### src/rtl/decode_imm_ctrl_pkg.sv
// Shared types for the decode/immediate-extension stage:
// FSM state encoding, extension select codes and the HALT opcode.
package decode_imm_ctrl_pkg;

    typedef enum logic [1:0] {
        ST_EMPTY  = 2'd0,
        ST_FULL   = 2'd1,
        ST_HALTED = 2'd2
    } state_e;

    localparam logic [2:0] SEL_ZX5  = 3'b000;
    localparam logic [2:0] SEL_ZX8  = 3'b001;
    localparam logic [2:0] SEL_SX5  = 3'b010;
    localparam logic [2:0] SEL_SX8  = 3'b100;
    localparam logic [2:0] SEL_SX11 = 3'b110;

    localparam logic [4:0] OP_HALT = 5'b00000;

endpackage

### src/rtl/decode_imm_ctrl_if.sv
// Fetch-side and execute-side handshake bundle for decode_imm_ctrl.
// master = instruction source / sink driver, slave = decode stage.
interface decode_imm_ctrl_if #(
    parameter int CNT_W = 16
);
    logic             in_valid;
    logic [15:0]      in_instr;
    logic             in_ready;
    logic             out_ready;
    logic             flush;
    logic             out_valid;
    logic [15:0]      out_instr;
    logic [2:0]       out_sel;
    logic [15:0]      out_imm;
    logic             out_halt;
    logic             halted;
    logic [CNT_W-1:0] issue_cnt;

    modport master (
        output in_valid, in_instr, out_ready, flush,
        input  in_ready, out_valid, out_instr, out_sel,
        input  out_imm, out_halt, halted, issue_cnt
    );

    modport slave (
        input  in_valid, in_instr, out_ready, flush,
        output in_ready, out_valid, out_instr, out_sel,
        output out_imm, out_halt, halted, issue_cnt
    );
endinterface

### src/rtl/decode_imm_ctrl_imm_ext.sv
// imm_ext: combinational opcode -> extension select and immediate.
// Ports: instr[15:0] in; sel[2:0], imm[15:0] out.
module imm_ext
    import decode_imm_ctrl_pkg::*;
(
    input  logic [15:0] instr,
    output logic [2:0]  sel,
    output logic [15:0] imm
);

    logic [4:0] op;
    assign op = instr[15:11];

    always_comb begin
        sel = SEL_ZX5;
        case (op)
            5'b10010:
                sel = SEL_ZX8;
            5'b01000, 5'b01001, 5'b10000, 5'b10001, 5'b10011:
                sel = SEL_SX5;
            5'b01100, 5'b01101, 5'b01110, 5'b01111,
            5'b11000, 5'b00101, 5'b00111:
                sel = SEL_SX8;
            5'b00100, 5'b00110:
                sel = SEL_SX11;
            default:
                sel = SEL_ZX5;
        endcase
    end

    always_comb begin
        imm = '0;
        case (sel)
            SEL_ZX8:  imm = {8'h00, instr[7:0]};
            SEL_SX5:  imm = {{11{instr[4]}}, instr[4:0]};
            SEL_SX8:  imm = {{8{instr[7]}}, instr[7:0]};
            SEL_SX11: imm = {{5{instr[10]}}, instr[10:0]};
            default:  imm = {11'h000, instr[4:0]};
        endcase
    end

endmodule

### src/rtl/decode_imm_ctrl.sv
// Decode stage: one-entry output register holding the decoded
// instruction, EMPTY/FULL/HALTED control and an issue counter.
// Ports: clk, rst (sync, active high), bus (slave handshake bundle).
module decode_imm_ctrl
    import decode_imm_ctrl_pkg::*;
#(
    parameter int CNT_W = 16
) (
    input logic               clk,
    input logic               rst,
    decode_imm_ctrl_if.slave  bus
);

    state_e           state_q, state_d;
    logic [15:0]      instr_q;
    logic [2:0]       sel_q;
    logic [15:0]      imm_q;
    logic             halt_q;
    logic [CNT_W-1:0] cnt_q, cnt_d;

    logic [2:0]  dec_sel;
    logic [15:0] dec_imm;
    logic        in_rdy;
    logic        accept;
    logic        issue;

    imm_ext u_imm_ext (
        .instr (bus.in_instr),
        .sel   (dec_sel),
        .imm   (dec_imm)
    );

    always_comb begin
        state_d = state_q;
        in_rdy  = 1'b0;
        case (state_q)
            ST_EMPTY: in_rdy = 1'b1;
            // Nothing may enter behind a held HALT.
            ST_FULL:  in_rdy = bus.out_ready & ~halt_q;
            default:  in_rdy = 1'b0;
        endcase

        accept = bus.in_valid & in_rdy & ~bus.flush;
        issue  = (state_q == ST_FULL) & bus.out_ready & ~bus.flush;

        case (state_q)
            ST_EMPTY: begin
                if (accept) state_d = ST_FULL;
            end
            ST_FULL: begin
                if (issue) begin
                    if (halt_q)      state_d = ST_HALTED;
                    else if (accept) state_d = ST_FULL;
                    else             state_d = ST_EMPTY;
                end
            end
            ST_HALTED: state_d = ST_HALTED;
            default:   state_d = ST_EMPTY;
        endcase

        if (bus.flush) state_d = ST_EMPTY;

        cnt_d = issue ? cnt_q + 1'b1 : cnt_q;
    end

    always_ff @(posedge clk) begin
        if (rst) begin
            state_q <= ST_EMPTY;
            cnt_q   <= '0;
        end else begin
            state_q <= state_d;
            cnt_q   <= cnt_d;
        end
    end

    always_ff @(posedge clk) begin
        if (rst) begin
            instr_q <= '0;
            sel_q   <= SEL_ZX5;
            imm_q   <= '0;
            halt_q  <= 1'b0;
        end else if (accept) begin
            instr_q <= bus.in_instr;
            sel_q   <= dec_sel;
            imm_q   <= dec_imm;
            halt_q  <= (bus.in_instr[15:11] == OP_HALT);
        end
    end

    assign bus.in_ready  = in_rdy;
    assign bus.out_valid = (state_q == ST_FULL);
    assign bus.halted    = (state_q == ST_HALTED);
    assign bus.out_instr = instr_q;
    assign bus.out_sel   = sel_q;
    assign bus.out_imm   = imm_q;
    assign bus.out_halt  = halt_q;
    assign bus.issue_cnt = cnt_q;

endmodule

### src/flat_wrapper.sv
// flat-port wrapper written by rule: the top's interface ports become plain ports
module decode_imm_ctrl_flat import decode_imm_ctrl_pkg::*;
#(
    parameter int CNT_W = 16
)
  (clk, rst, bus_in_valid, bus_in_instr, bus_out_ready, bus_flush, bus_in_ready, bus_out_valid, bus_out_instr, bus_out_sel, bus_out_imm, bus_out_halt, bus_halted, bus_issue_cnt);
  decode_imm_ctrl_if #(.CNT_W(CNT_W)) bus_i ();
  input logic clk;
  input logic rst;
  input wire logic [$bits(bus_i.in_valid)-1:0] bus_in_valid;
  input wire logic [$bits(bus_i.in_instr)-1:0] bus_in_instr;
  input wire logic [$bits(bus_i.out_ready)-1:0] bus_out_ready;
  input wire logic [$bits(bus_i.flush)-1:0] bus_flush;
  output wire logic [$bits(bus_i.in_ready)-1:0] bus_in_ready;
  output wire logic [$bits(bus_i.out_valid)-1:0] bus_out_valid;
  output wire logic [$bits(bus_i.out_instr)-1:0] bus_out_instr;
  output wire logic [$bits(bus_i.out_sel)-1:0] bus_out_sel;
  output wire logic [$bits(bus_i.out_imm)-1:0] bus_out_imm;
  output wire logic [$bits(bus_i.out_halt)-1:0] bus_out_halt;
  output wire logic [$bits(bus_i.halted)-1:0] bus_halted;
  output wire logic [$bits(bus_i.issue_cnt)-1:0] bus_issue_cnt;
  assign bus_i.in_valid = bus_in_valid;
  assign bus_i.in_instr = bus_in_instr;
  assign bus_i.out_ready = bus_out_ready;
  assign bus_i.flush = bus_flush;
  assign bus_in_ready = bus_i.in_ready;
  assign bus_out_valid = bus_i.out_valid;
  assign bus_out_instr = bus_i.out_instr;
  assign bus_out_sel = bus_i.out_sel;
  assign bus_out_imm = bus_i.out_imm;
  assign bus_out_halt = bus_i.out_halt;
  assign bus_halted = bus_i.halted;
  assign bus_issue_cnt = bus_i.issue_cnt;
  decode_imm_ctrl #(.CNT_W(CNT_W)) u_core (.clk(clk), .rst(rst), .bus(bus_i));
endmodule
### config.mk
export PLATFORM = sky130hd
export DESIGN_NAME = decode_imm_ctrl_flat
export DESIGN_NICKNAME = d
export VERILOG_FILES = /design/src/rtl/decode_imm_ctrl_pkg.sv /design/src/rtl/decode_imm_ctrl_if.sv /design/src/rtl/decode_imm_ctrl_imm_ext.sv /design/src/rtl/decode_imm_ctrl.sv /design/src/flat_wrapper.sv
export SDC_FILE = /design/constraint.sdc
export NUM_CORES = 1
export LEC_CHECK = 0
export CORE_UTILIZATION = 49
export CTS_BUF_LIST = sky130_fd_sc_hd__clkbuf_4 sky130_fd_sc_hd__clkbuf_8
export DETAILED_ROUTE_END_ITERATION = 6
export PLACE_DENSITY = 0.84
export SETUP_SLACK_MARGIN = 0.5
export SYNTH_ARGS = -nofsm -noshare
export SYNTH_HDL_FRONTEND = slang
export SYNTH_SLANG_ARGS = --single-unit
### constraint.sdc
create_clock -name clk -period 4.6 [get_ports clk]
set_input_delay 1.38 -clock clk [delete_from_list [all_inputs] [get_ports clk]]
set_output_delay 1.38 -clock clk [all_outputs]
set_load 0.1 [all_outputs]
==> metrics.md <==
| Metric | Value |
|---|---|
| Setup TNS Final | `0 ns` |
| Hpwl dp | `3230 µm` |
| FF/Latch Area | `881 µm²` |
| Arr. time, crit path | `2.44 ns` |
| Critical-path maximum fanout | `5` |
| Setup CP Type | `in2out` |
| Cell count after synthesis | `225` |
| Clock Skews | `0.00683 ns` |
| WL/cell | `13.3 µm` |
| Period utilisation layout | `83.1%` |
| Sequence of cells on the critical path | `clkdlybuf4s50_1 -> nand2b_1 -> a21oi_2 -> buf_12` |
| GRT overflow | `0` |
| Reg clk slew, reported paths | `0.08 ns` |
| H-tree depth | `2` |
| Max Slew Vio Count | `0` |
| Max clock buf depth | `2` |
| Number of synthesized register bits | `44` |
| Setup violations, final | `0` |
| Root Buffer | `clkbuf_8` |
| I/O pins | `76` |
| Yosys warnings | `0` |
| First-pass GRT wire length | `7090 µm` |
| Cell variety after synth | `47` |
| Combinational Power Share | `22.5%` |
| Post-CTS Setup Bufs | `0` |
| Vias in the first global route | `1466` |
| Family with the most delay on the worst path | `buffers and inverters` |
| WL met2 | `2080 µm` |
| Critical Path Source | `bus_out_ready` |
| Hold/Removal Path Class | `reg2reg` |
| Initial antenna violation count | `0` |
| Layout cell share with drive strength beyond 1 | `7.90%` |
| CTS tree | `done` |
| Max cap viols | `0` |
| Starting Density | `50.9%` |
| Syn_nets | `247` |
| Min Tclk post-route | `3.82 ns` |
| 1st-pass router iterations | `6` |
| Leak | `0.00101 µW` |
| RSZ-0062 raised after global routing | `no` |
| CTS Buf Count | `5` |
| Via count | `1812` |
| Post-DR vias/cell | `5.31` |
| Crit path launch type | `input pin` |
| Gp weighted congestion | `0.788` |
| Clock power share | `30.4%` |
| Violated checks | `DRC` |
| Setup crit end kind | `output port` |
| Largest net degree at the start of global routing | `25` |
| Avg Cell Area, Syn | `9.05 µm²` |
| HP Start | `u_core.bus.out_imm[9]$_SDFFE_PP0P_` |
| CTS resizes | `0` |
| Clk_lat worst skew | `0.29 ns` |
| Post-layout util | `71.7%` |
| Origin of the critical flop-to-flop path | `u_core.bus.issue_cnt[4]$_SDFFE_PP0P_` |
| CP bufs+invs | `2` |
| Ys async rst share | `0%` |
| Post-synth EDFFs | `0` |
| Worst VDD drop | `0.000195 V` |
| Tot GR Track Use | `21.4%` |
| Row count | `23` |
| Metal3 WL | `256 µm` |
| Most frequent cells in the layout | `clkdlybuf4s50_1 (74), dfxtp_1 (44), nor2_1 (32)` |
| Final Hold Fails | `0` |
| Slew @ Worst Pin | `0.994 ns` |
| Diode count | `0` |
| Sw frac | `31.1%` |
| Sequential share of power | `47.1%` |
| Post-synth top area share | `43.2%` |
| Synth area leaders | `dfxtp_1 (43%), mux2i_1 (8.4%), nor2_1 (5.9%)` |
| Fmax | `0.262 GHz` |
| Final #Nets | `312` |
| Critical path data required time | `3.22 ns` |
| Die area | `4420 µm²` |
| Cell Pwr Density | `293 nW/µm²` |
| DR top layer | `met4` |
| Most common cell after layout, fill and taps aside | `clkdlybuf4s50_1` |
| IO buf count | `75` |
| Cell Int Power | `580 µW` |
| Die Span Y | `66.5 µm` |
| Met1 Wirelength | `2130 µm` |
| DRT iter0 DRCs | `95` |
| Psw | `261 µW` |
| Core area | `4000 µm²` |
| CTS sink count | `44` |
| Largest area contributor in the netlist | `dfxtp_1` |
| Register area share after synthesis | `43.2%` |
| Die X | `66.5 µm` |
| Normalized max-slew margin | `33.5%` |
| Final WL | `4520 µm` |
| Status | `finished with violations` |
| CP max-delay cell | `clkdlybuf4s50_1` |
| Synth Cell Area | `2040 µm²` |
| Area grow syn2layout | `40.8%` |
| Area of the multi-input gates | `1030 µm²` |
| Post-DRT Antenna Nets | `0` |
| Drc violations | `2` |
| Primary FF master, synth | `dfxtp_1` |
| Slowest Stage Delay on Critical Path | `0.53 ns` |
| # hold bufs at CTS | `0` |
| Fillers | `329` |
[cells in the mapped netlist, types with 3 or more instances]
| cell | count |
|---|---|
| a211oi_1 | 4 |
| a21oi_1 | 11 |
| a22o_1 | 4 |
| and2_1 | 4 |
| buf_2 | 5 |
| buf_4 | 10 |
| clkbuf_1 | 5 |
| dfxtp_1 | 44 |
| inv_1 | 4 |
| mux2i_1 | 17 |
| nand2_1 | 9 |
| nand2b_1 | 4 |
| nand3_1 | 6 |
| nand4_1 | 3 |
| nor2_1 | 32 |
| nor2b_1 | 4 |
| nor3_1 | 7 |
| nor3b_1 | 3 |
| o21ai_0 | 7 |
| o2bb2ai_1 | 4 |
| xnor2_1 | 5 |
| xor2_1 | 5 |
[through the flow]
stage | instances | setup slack, ns | power [µW] | instance area (µm²) | hold slack (ns)
2_1_floorplan | 225 | 0.885 | 544 | 2040 | 0.709
3_3_place_gp | 333 | 0.787 | 593 | 2770 | 0.456
3_5_place_dp | 333 | 0.776 | 594 | 2770 | 0.459
4_1_cts | 341 | 0.775 | 847 | 2870 | 0.478
5_1_grt | 341 | 0.712 | 876 | 2870 | 0.500
6_report | 341 | 0.777 | 841 | 2870 | 0.478
[sequential cells by signal, summed over array words and instances, names as in the netlist]
signal	cells
u_core.bus.issue_cnt	16
u_core.bus.out_halt	1
u_core.bus.out_imm	11
u_core.bus.out_instr	11
u_core.bus.out_sel	3
u_core.state_q	2
[worst register-to-register path, delay by kind of cell, from the launching register on]
| kind | cells | cell delay [ns] |
|---|---|---|
| simple gates | 3 | 1.18 |
| flops | 1 | 0.44 |
| compound gates | 1 | 0.16 |
[final timing paths]
kind | to | slack [ns] | cells after the start
worst max-delay path | bus_in_ready | 0.78 | 4
worst min-delay path | u_core.bus.out_imm[9]$_SDFFE_PP0P_ | 0.48 | 1
worst max register to register | u_core.bus.issue_cnt[15]$_SDFFE_PP0P_ | 2.74 | 4
worst min register to register | u_core.bus.out_imm[9]$_SDFFE_PP0P_ | 0.48 | 1
[power by group through the flow]
stage | combinational, µW | clock, µW | sequential (µW)
final | 189 | 256 | 396
after global routing | 198 | 281 | 397
after CTS | 190 | 261 | 396
after detailed placement | 189 | 0 | 405
after global placement | 188 | 0 | 405
after floorplan | 71.7 | 0 | 472
[per-layer routing]
layer / GRT usage, % / vias to the layer above
met2: 32.0 / 58
met4: 7.98 / 0
met5: 0 / -
li1: - / 917
met3: 4.62 / 5
met1: 29.8 / 832
[logic make-up (layout without fill, tap and decap cells)]
logic type	count (synthesis)	in the layout	synth area share (%)
muxes	17	17	8.35
xor gates and xnor gates	10	10	4.30
buffers and inverters	24	90	6.57
AOI/OAI and AO/OA	40	40	13.4
and+or+nand+nor	89	89	23.5
DFF	44	44	43.2
adders and majority gates	1	1	0.614
[area by class of cell]
| type | instances | area share (%) |
|---|---|---|
| inverter | 4 | 0.523 |
| timing repair buffer | 78 | 27.3 |
| multi-input combinational | 157 | 35.9 |
| clock buffer | 8 | 3.40 |
| sequential | 44 | 30.7 |
| tap | 50 | 2.18 |
No activity file was read; power rests on OpenSTA's default activity.
